--- src/rtl/ifm_row_scheduler_pkg.sv ---
// Shared sizes and FSM encodings for the IFM row scheduler.
package ifm_row_scheduler_pkg;

    localparam int W_SIZE         = 8;
    localparam int IFM_BUFFER_CNT = 4;
    localparam int IFM_BUFFER     = 2;
    localparam int KERNEL_ROWS    = 3;

    typedef enum logic [1:0] {
        SCHED_IDLE = 2'd0,
        SCHED_RUN  = 2'd1,
        SCHED_DONE = 2'd2
    } sched_state_e;

endpackage

--- src/rtl/ifm_row_scheduler_ring.sv ---
// Head/tail/occupancy tracking for the ring of IFM row buffers.
// Push and pop in the same cycle leave the occupancy unchanged.
module ifm_slot_ring #(
    parameter int CNT = 4,
    parameter int W   = 2
) (
    input  logic         clk,
    input  logic         rstn,
    input  logic         i_clr,
    input  logic         i_push,
    input  logic         i_pop,
    output logic [W-1:0] o_head,
    output logic [W-1:0] o_tail,
    output logic         o_full,
    output logic         o_empty
);

    localparam int CW = W + 1;

    logic [W-1:0]  r_head;
    logic [W-1:0]  r_tail;
    logic [CW-1:0] r_count;
    logic          w_push;
    logic          w_pop;

    assign o_full  = (r_count == CW'(CNT));
    assign o_empty = (r_count == '0);
    assign w_pop   = i_pop & ~o_empty;
    assign w_push  = i_push & (~o_full | w_pop);
    assign o_head  = r_head;
    assign o_tail  = r_tail;

    // Slot indices wrap by natural overflow of the W-bit pointers.
    always_ff @(posedge clk or negedge rstn) begin
        if (!rstn) begin
            r_head  <= '0;
            r_tail  <= '0;
            r_count <= '0;
        end else if (i_clr) begin
            r_head  <= '0;
            r_tail  <= '0;
            r_count <= '0;
        end else begin
            if (w_push) r_tail <= r_tail + 1'b1;
            if (w_pop)  r_head <= r_head + 1'b1;
            case ({w_push, w_pop})
                2'b10:   r_count <= r_count + 1'b1;
                2'b01:   r_count <= r_count - 1'b1;
                default: r_count <= r_count;
            endcase
        end
    end

endmodule

--- src/rtl/ifm_row_scheduler.sv ---
// Sequences IFM row loads into the row-buffer ring and presents K-row windows to the PE.
// Define IFM_SCHED_PAD_EN for same-size conv with a 1-row zero pad (K=3) and pad flags.
module ifm_row_scheduler
    import ifm_row_scheduler_pkg::*;
#(
    parameter int W_SIZE_P    = W_SIZE,
    parameter int IFM_BUF_CNT = IFM_BUFFER_CNT,
    parameter int W_IFM_BUF   = IFM_BUFFER,
    parameter int K           = KERNEL_ROWS
) (
    input  logic                 clk,
    input  logic                 rstn,
    input  logic                 i_start,
    input  logic [W_SIZE_P-1:0]  i_height,
    output logic                 o_busy,
    output logic                 o_layer_done,
    output logic                 o_req_load,
    output logic [W_SIZE_P-1:0]  o_req_row,
    output logic [W_IFM_BUF-1:0] o_req_slot,
    input  logic                 i_req_done,
    output logic                 o_win_valid,
    output logic [W_SIZE_P-1:0]  o_win_row,
    output logic [W_IFM_BUF-1:0] o_win_base,
    input  logic                 i_win_done
`ifdef IFM_SCHED_PAD_EN
    ,
    output logic                 o_pad_top,
    output logic                 o_pad_bot
`endif
);

    localparam int WR = W_SIZE_P + 1;

    sched_state_e         r_state;
    sched_state_e         w_state_nxt;
    logic [W_SIZE_P-1:0]  r_height;
    logic [W_SIZE_P-1:0]  r_load_row;
    logic [W_SIZE_P-1:0]  r_out_row;
    logic                 r_req_load;
    logic [W_SIZE_P-1:0]  r_req_row;
    logic [W_IFM_BUF-1:0] r_req_slot;
    logic                 r_win_valid;

    logic [W_IFM_BUF-1:0] w_head;
    logic [W_IFM_BUF-1:0] w_tail;
    logic                 w_full;
    logic                 w_empty;
    logic                 w_req_ack;
    logic                 w_win_ack;
    logic                 w_last;
    logic                 w_pop;
    logic                 w_issue;
    logic                 w_start_ok;
    logic                 w_ready;
    logic [WR-1:0]        w_need;
    logic [WR-1:0]        w_row_k;

    assign w_req_ack = r_req_load & i_req_done;
    assign w_win_ack = r_win_valid & i_win_done;
    assign w_issue   = (r_state == SCHED_RUN) & ~r_req_load & ~w_full & (r_load_row < r_height);
    assign w_ready   = ({1'b0, r_load_row} >= w_need);

`ifdef IFM_SCHED_PAD_EN
    assign w_start_ok = (i_height != '0);
    assign w_row_k    = {1'b0, r_out_row} + WR'(2);
    // Bottom window clips at the last real row; pad rows are never fetched.
    assign w_need     = (w_row_k > {1'b0, r_height}) ? {1'b0, r_height} : w_row_k;
    assign w_last     = ({1'b0, r_out_row} + WR'(1)) == {1'b0, r_height};
    // Row 0 shares its top resident row with row 1, so it retires nothing.
    assign w_pop      = w_win_ack & ~w_last & (r_out_row != '0);
    assign o_pad_top  = r_win_valid & (r_out_row == '0);
    assign o_pad_bot  = r_win_valid & w_last;
`else
    assign w_start_ok = (i_height >= W_SIZE_P'(K));
    assign w_row_k    = {1'b0, r_out_row} + WR'(K);
    assign w_need     = w_row_k;
    assign w_last     = (w_row_k == {1'b0, r_height});
    assign w_pop      = w_win_ack & ~w_last;
`endif

    ifm_slot_ring #(
        .CNT (IFM_BUF_CNT),
        .W   (W_IFM_BUF)
    ) u_ring (
        .clk     (clk),
        .rstn    (rstn),
        .i_clr   (r_state == SCHED_DONE),
        .i_push  (w_req_ack),
        .i_pop   (w_pop & ~w_empty),
        .o_head  (w_head),
        .o_tail  (w_tail),
        .o_full  (w_full),
        .o_empty (w_empty)
    );

    always_ff @(posedge clk or negedge rstn) begin
        if (!rstn) r_state <= SCHED_IDLE;
        else       r_state <= w_state_nxt;
    end

    always_comb begin
        w_state_nxt = r_state;
        case (r_state)
            SCHED_IDLE: if (i_start) w_state_nxt = w_start_ok ? SCHED_RUN : SCHED_DONE;
            SCHED_RUN:  if (w_win_ack && w_last) w_state_nxt = SCHED_DONE;
            default:    w_state_nxt = SCHED_IDLE;
        endcase
    end

    always_ff @(posedge clk or negedge rstn) begin
        if (!rstn) begin
            r_height    <= '0;
            r_load_row  <= '0;
            r_out_row   <= '0;
            r_req_load  <= 1'b0;
            r_req_row   <= '0;
            r_req_slot  <= '0;
            r_win_valid <= 1'b0;
        end else begin
            case (r_state)
                SCHED_IDLE: begin
                    if (i_start) begin
                        r_height <= i_height;
                        // First row request goes out with the move to RUN.
                        if (w_start_ok) begin
                            r_req_load <= 1'b1;
                            r_req_row  <= '0;
                            r_req_slot <= w_tail;
                        end
                    end
                end
                SCHED_RUN: begin
                    if (w_req_ack) begin
                        r_req_load <= 1'b0;
                        r_load_row <= r_load_row + 1'b1;
                    end else if (w_issue) begin
                        r_req_load <= 1'b1;
                        r_req_row  <= r_load_row;
                        r_req_slot <= w_tail;
                    end
                    if (w_win_ack) r_out_row <= r_out_row + 1'b1;
                    r_win_valid <= ~w_win_ack & w_ready;
                    if (w_win_ack && w_last) r_req_load <= 1'b0;
                end
                default: begin
                    r_height    <= '0;
                    r_load_row  <= '0;
                    r_out_row   <= '0;
                    r_req_load  <= 1'b0;
                    r_req_row   <= '0;
                    r_req_slot  <= '0;
                    r_win_valid <= 1'b0;
                end
            endcase
        end
    end

    assign o_busy       = (r_state != SCHED_IDLE);
    assign o_layer_done = (r_state == SCHED_DONE);
    assign o_req_load   = r_req_load;
    assign o_req_row    = r_req_row;
    assign o_req_slot   = r_req_slot;
    assign o_win_valid  = r_win_valid;
    assign o_win_row    = r_out_row;
    assign o_win_base   = w_head;

endmodule

--- config.mk ---
export PLATFORM = sky130hd
export DESIGN_NAME = ifm_row_scheduler
export DESIGN_NICKNAME = d
export VERILOG_FILES = /design/src/rtl/ifm_row_scheduler_pkg.sv /design/src/rtl/ifm_row_scheduler_ring.sv /design/src/rtl/ifm_row_scheduler.sv
export SDC_FILE = /design/constraint.sdc
export NUM_CORES = 1
export LEC_CHECK = 0
export ABC_AREA = 1
export CAP_MARGIN = 5
export CORE_ASPECT_RATIO = 0.75
export CORE_MARGIN = 2
export CORE_UTILIZATION = 55
export CTS_BUF_LIST = sky130_fd_sc_hd__clkbuf_2
export CTS_CLUSTER_SIZE = 40
export DETAILED_ROUTE_END_ITERATION = 8
export PLACE_DENSITY = 0.77
export SLEW_MARGIN = 25
export SYNTH_ARGS = -nofsm -noshare
export SYNTH_HDL_FRONTEND = slang
export SYNTH_SLANG_ARGS = --single-unit
export TNS_END_PERCENT = 5
--- constraint.sdc ---
create_clock -name clk -period 5.6 [get_ports clk]
set_input_delay 1.4 -clock clk [delete_from_list [all_inputs] [get_ports clk]]
set_output_delay 1.4 -clock clk [all_outputs]
set_load 0.01 [all_outputs]
==> metrics, run 1 <==
status finished, final reports clean; drt total wl 6400 µm; clk_lat worst skew 0.42 ns; crit path DAT 2.25 ns; Sw Share 45.9%; Final TNS setup 0 ns; most frequent cells in the layout nand2_1 (77), inv_1 (45), dfrtp_1 (45); Least-Margin Pin Slew 0.730 ns; setup slack after layout 1.95 ns; Remaining DRCs 0; fin nets 437; starting density of the core 57.4%; die area 5740 µm²; Antenna diodes 0; DRT iter0 DRCs 208; Final Setup Violations 0; site row count 22; nature of the critical path endpoint output port; final hold slack 0.556 ns; largest net degree at the start of global routing 46; vias in the first global route 2321; post-CTS setup buffer count 0; synth unique cells 35; Worst R2R Path Depth 20; drt via density 5.45; slowest stage delay, CP 0.60 ns; Lkg Pwr 1.53 nW; register bit count reported by yosys 45; sequential power share 36.6%; Final Skew 0.0109 ns; relative slew slack 51.1%; Tcrit/Tclk final 65.2%; cts bufs inserted 5; Routed Antenna Nets 0; worst r2r src o_win_row[0]; Crit. Startpoint r_state[1]; Pins Over Slew Limit 0; Power Density 430 nW/µm²; initial antenna violation count 0; Die W 86.8 µm; largest area contributor in the netlist dfrtp_1; IO Pins 37; Setup crit start kind flip-flop; Placed Cells 458; Crit path required time 4.20 ns; Syn Std Cell Area 2830 µm²; core area 4930 µm²; Critical-path top delay cell nor2_1; maximum clock rate 0.274 GHz; RSZ-0062 raised after global routing false; Post-Synthesis Cells 369; P_int 761 µW; post-CTS sizing 0; cts hold-fix bufs 0; GRT Overall Usage 24.6%; DP Worst Slack 1.96 ns; total power 1.41 mW; post-synth net total 401; Final GP Congestion 0.850; drt wl/cell 13.7 µm; asr flop ratio synth 100%; Synth Flop Type dfrtp_1; CTS Buffer Depth 2; sequential area share after synthesis 39.8%; CP Class flip-flop to output port; reg2reg end u_ring.r_count[2]; global-route wire length before repair 10800 µm; drt pass-1 iters 4; GR Overflow Total 0; max_cap viols 0; Final Hold Fails 0; syn_area_per_cell 7.67 µm²; Cell Count, Final, Fillers Out 466; IO buf count 36; vias after detailed routing 2539; Reg2Reg Setup Slack 2.78 ns; Post-synth EDFFs 0; share of power burned in the clock network 9.9%; # clock sinks 45; CP cell instances nor2_1 > inv_1 > clkdlybuf4s50_1; DP Wirelength 4970 µm; share of cells above drive strength 1 9.11%; clock root buffer clkbuf_2; CTS tree done; synth top area cells dfrtp_1 (40%), nand2_1 (10%), ha_1 (8.0%); Setup crit end o_busy; switching pwr 647 µW; H-tree levels 2; synthesis-to-layout area growth 15.6%; Max VDD drop 0.000305 V; combinational fraction of design power 53.5%; Die Y 66.1 µm; Clock transition at path regs 0.21 ns; Min-Delay Path Class flip-flop to flip-flop; most common cell after layout, fill and taps aside nand2_1; Final Critical Period 3.65 ns; CP max FO 13; Syn. warnings 0; share of the synthesized area in the top cell type 39.8%
==> routing by layer <==
metal,routed length [µm],vias up,track usage (%)
li1,-,1287,-
met1,3250,1172,35.9
met2,2670,73,36.5
met3,416,7,6.12
met4,64,0,6.45
met5,0,-,0
==> how the worst min path moves through the flow <==
stage | start | endpoint | slack (ns) | cells after the start
2_1_floorplan | u_ring.o_tail[1] | u_ring.o_tail[1] | 0.51 | 2
3_3_place_gp | o_win_valid | o_win_valid | 0.50 | 2
3_5_place_dp | o_win_valid | o_win_valid | 0.50 | 2
4_1_cts | o_win_valid | o_win_valid | 0.56 | 2
5_1_grt | o_req_row[7] | o_req_row[7] | 0.59 | 2
6_report | o_win_valid | o_win_valid | 0.56 | 2
==> Yosys cell counts, types with 2 or more instances <==
master,count
a31oi_1,3
inv_2,3
buf_2,2
clkbuf_1,4
nand2_1,77
nand3_1,32
inv_1,45
a21oi_1,30
nand2_2,10
o211ai_1,2
nor2_4,5
o21ai_1,3
nor3_1,6
dfrtp_1,45
nand3_2,5
o21ai_0,20
xor2_1,2
ha_1,18
nand4_1,3
nor2_1,39
==> stage by stage <==
step | utilization (%) | instance area [µm²]
4_1_cts | 66.3 | 3270
5_1_grt | 66.4 | 3270
3_5_place_dp | 65.5 | 3230
6_report | 66.4 | 3270
2_1_floorplan | - | 2830
3_3_place_gp | 65.5 | 3230
==> power groups by stage <==
stage          logic (mW)  clock network (mW)  registers, mW
2_1_floorplan       0.497                   0          0.526
3_3_place_gp        0.725                   0          0.520
3_5_place_dp        0.744                   0          0.524
4_1_cts             0.750               0.144          0.516
5_1_grt             0.852               0.158          0.530
6_report            0.754               0.139          0.515
==> sequential cells by signal, indices dropped and copies added, names as in the netlist <==
name / cells
u_ring.o_tail: 2
u_ring.r_count: 3
o_req_row: 8
r_load_row: 8
r_height: 8
o_win_row: 8
o_req_load: 1
o_req_slot: 2
r_state: 2
o_win_valid: 1
u_ring.o_head: 2
==> cell families after synthesis <==
logic type / synth area share (%)
AO/OA/AOI/OAI: 12.6
XOR/XNOR: 1.77
adder cells (fa/ha/maj): 8.67
buffers and inverters: 7.65
flip-flops: 39.8
AND/OR/NAND/NOR: 29.6
==> cell type report <==
cell class              count  area, µm²
repair buffers             36        358
flip-flops and latches     45       1130
fillers                   417       1650
well taps                  60       75.1
clock buffers               6       30.0
inverters                  49        184
clock inverters             2       10.0
multi-input cells         268       1490
==> critical path, delay by kind of cell (launching register included) <==
family | cells | cell delay, ns
buffers and inverters | 2 | 0.71
AND/OR/NAND/NOR | 1 | 0.60
flip-flops | 1 | 0.53
(Power assumes the default switching activity.)
==> inputs of run 2 (changes only) <==
Settings changed: CORE_UTILIZATION 55 to 52, PLACE_DENSITY 0.77 to 0.76.
Clock period 5.6 ns to 3.18 ns, I/O delays scaled along.
==> metrics, run 2 (synthesis gave the netlist of run 1 again) <==
RSZ-0062 raised after global routing false; Final TNS setup 0 ns (unchanged); DRT iter0 DRCs 188 (-9.6%); Final Setup Violations 0 (unchanged); relative slew slack 54.1% (+2.9 points); Crit path required time 3.51 ns (-0.69 ns); final core occ 63.2% (-3.2 points); drt pass-1 iters 5 (+1); Final Skew 0.0120 ns (+0.00105 ns); clock root buffer clkbuf_2; Final GP Congestion 0.903 (+6.2%); maximum clock rate 0.350 GHz; Min-Delay Path Class primary input to asynchronous set/reset pin; Die W 89.2 µm (+2.7%); # clock sinks 45 (unchanged); most frequent cells in the layout nand2_1 (77), inv_1 (45), dfrtp_1 (45); initial antenna violation count 0 (unchanged); synthesis-to-layout area growth 18.2%; Final Critical Period 2.86 ns; post-CTS sizing 0 (unchanged); most common cell after layout, fill and taps aside nand2_1; Routed Antenna Nets 0 (unchanged); nature of the critical path endpoint flip-flop; post-CTS setup buffer count 0 (unchanged); core area 5300 µm² (+7.5%); Remaining DRCs 0 (unchanged); Worst R2R Path Depth 20 (unchanged); Power Density 778 nW/µm² (+81%); Final Hold Fails 0 (unchanged); Antenna diodes 0 (unchanged); Pins Over Slew Limit 0 (unchanged); status finished, final reports clean; Lkg Pwr 1.56 nW (+1.8%); Least-Margin Pin Slew 0.688 ns (-0.0420 ns); CP max FO 7 (-6); GRT Overall Usage 24.6% (-0.029 points); drt via density 5.33 (-2.1%); die area 6050 µm² (+5.5%); starting density of the core 53.4% (-4.0 points); cts hold-fix bufs 0 (unchanged); Clock transition at path regs 0.22 ns (about the same); site row count 23 (+4.5%); Max VDD drop 0.000442 V (+45%); crit path DAT 3.19 ns (+0.94 ns); CTS tree done; global-route wire length before repair 11200 µm (+3.8%); share of cells above drive strength 1 9.76% (+0.64 points); drt wl/cell 14.2 µm (+3.1%); vias in the first global route 2323 (+0.086%); fin nets 441 (+0.92%); max_cap viols 0 (unchanged); IO Pins 37 (unchanged); CP Class flip-flop to flip-flop; clk_lat worst skew 0.40 ns (-0.02 ns); drt total wl 6870 µm (+7.3%); GR Overflow Total 0 (unchanged); H-tree levels 2 (unchanged); IO buf count 36 (unchanged); cts bufs inserted 5 (unchanged); DP Wirelength 5360 µm (+7.9%); Setup crit start kind flip-flop; Tcrit/Tclk final 89.8%; vias after detailed routing 2586 (+1.9%); largest net degree at the start of global routing 46 (unchanged); CTS Buffer Depth 2 (unchanged); Die Y 67.9 µm (+2.7%)
## run 2: cell count changes in the layout (fill, tap and decap cells not counted)
| cell | delta |
|---|---|
| buf_4 | +4 |
| clkinv_2 | -2 |
| bufinv_16 | +1 |
| clkinv_1 | +1 |
## run 2: worst paths after layout
kind / from / end / slack (ns)
max: o_win_row[0] / u_ring.r_count[2] / 0.32
min: rstn / r_load_row[0] / 0.35
max reg2reg: o_win_row[0] / u_ring.r_count[2] / 0.32
min reg2reg: o_win_valid / o_win_valid / 0.55
max in group asynchronous: rstn / r_state[0] / 2.44
min in group clk: o_win_valid / o_win_valid / 0.55
## run 2: area by class of cell
class / instances / area, µm²
Clock buffer: 6 / 30.0
Clock inverter: 2 / 33.8
Fill cell: 495 / 1950
Inverter: 49 / 184
Multi-Input combinational cell: 268 / 1490
Sequential cell: 45 / 1130
Tap cell: 75 / 93.8
Timing Repair Buffer: 40 / 388
## run 2: through the flow
step                      setup slack (ns)  power [mW]  area [µm²]  hold WS (ns)  std cells
after global placement               0.243        2.22        3280         0.492        477
after floorplan                      0.653        1.80        2830         0.499        369
after detailed placement             0.346        2.28        3280         0.506        477
final                                0.323        2.60        3350         0.354        485
after CTS                            0.322        2.61        3340         0.553        485
after global routing                0.0369        2.83        3350         0.352        485
## run 2: power by group
group | internal, mW | total [mW] | switching, mW | leakage [nW]
clock | 0.134 | 0.318 | 0.184 | 0.0406
sequential | 0.759 | 0.906 | 0.147 | 0.593
combinational | 0.543 | 1.38 | 0.835 | 0.924
## run 2: worst max-delay path, cell delays in order, from the launching register on
cell     delay (ns)
dfrtp_1        0.47
inv_1          0.21
ha_1           0.24
inv_1          0.08
nand2_2        0.14
nand2_2        0.09
nand2_2        0.07
nand2_2        0.06
nor2_4         0.11
nand3_2        0.10
nor2_4         0.10
nand3_2        0.11
nand3_2        0.11
inv_1          0.06
fa_1           0.37
xnor2_1        0.21
nand2_1        0.07
nand2_1        0.05
nor2_1         0.04
nand2_1        0.05
nand2_1        0.05
## run 2: per-layer routing
layer	part of all wire [%]	vias to the layer above	track usage, %
met5	0	-	0
li1	-	1293	-
met3	6.2	4	5.07
met4	0.63	0	4.85
met1	49	1212	38.2
met2	45	77	35.3
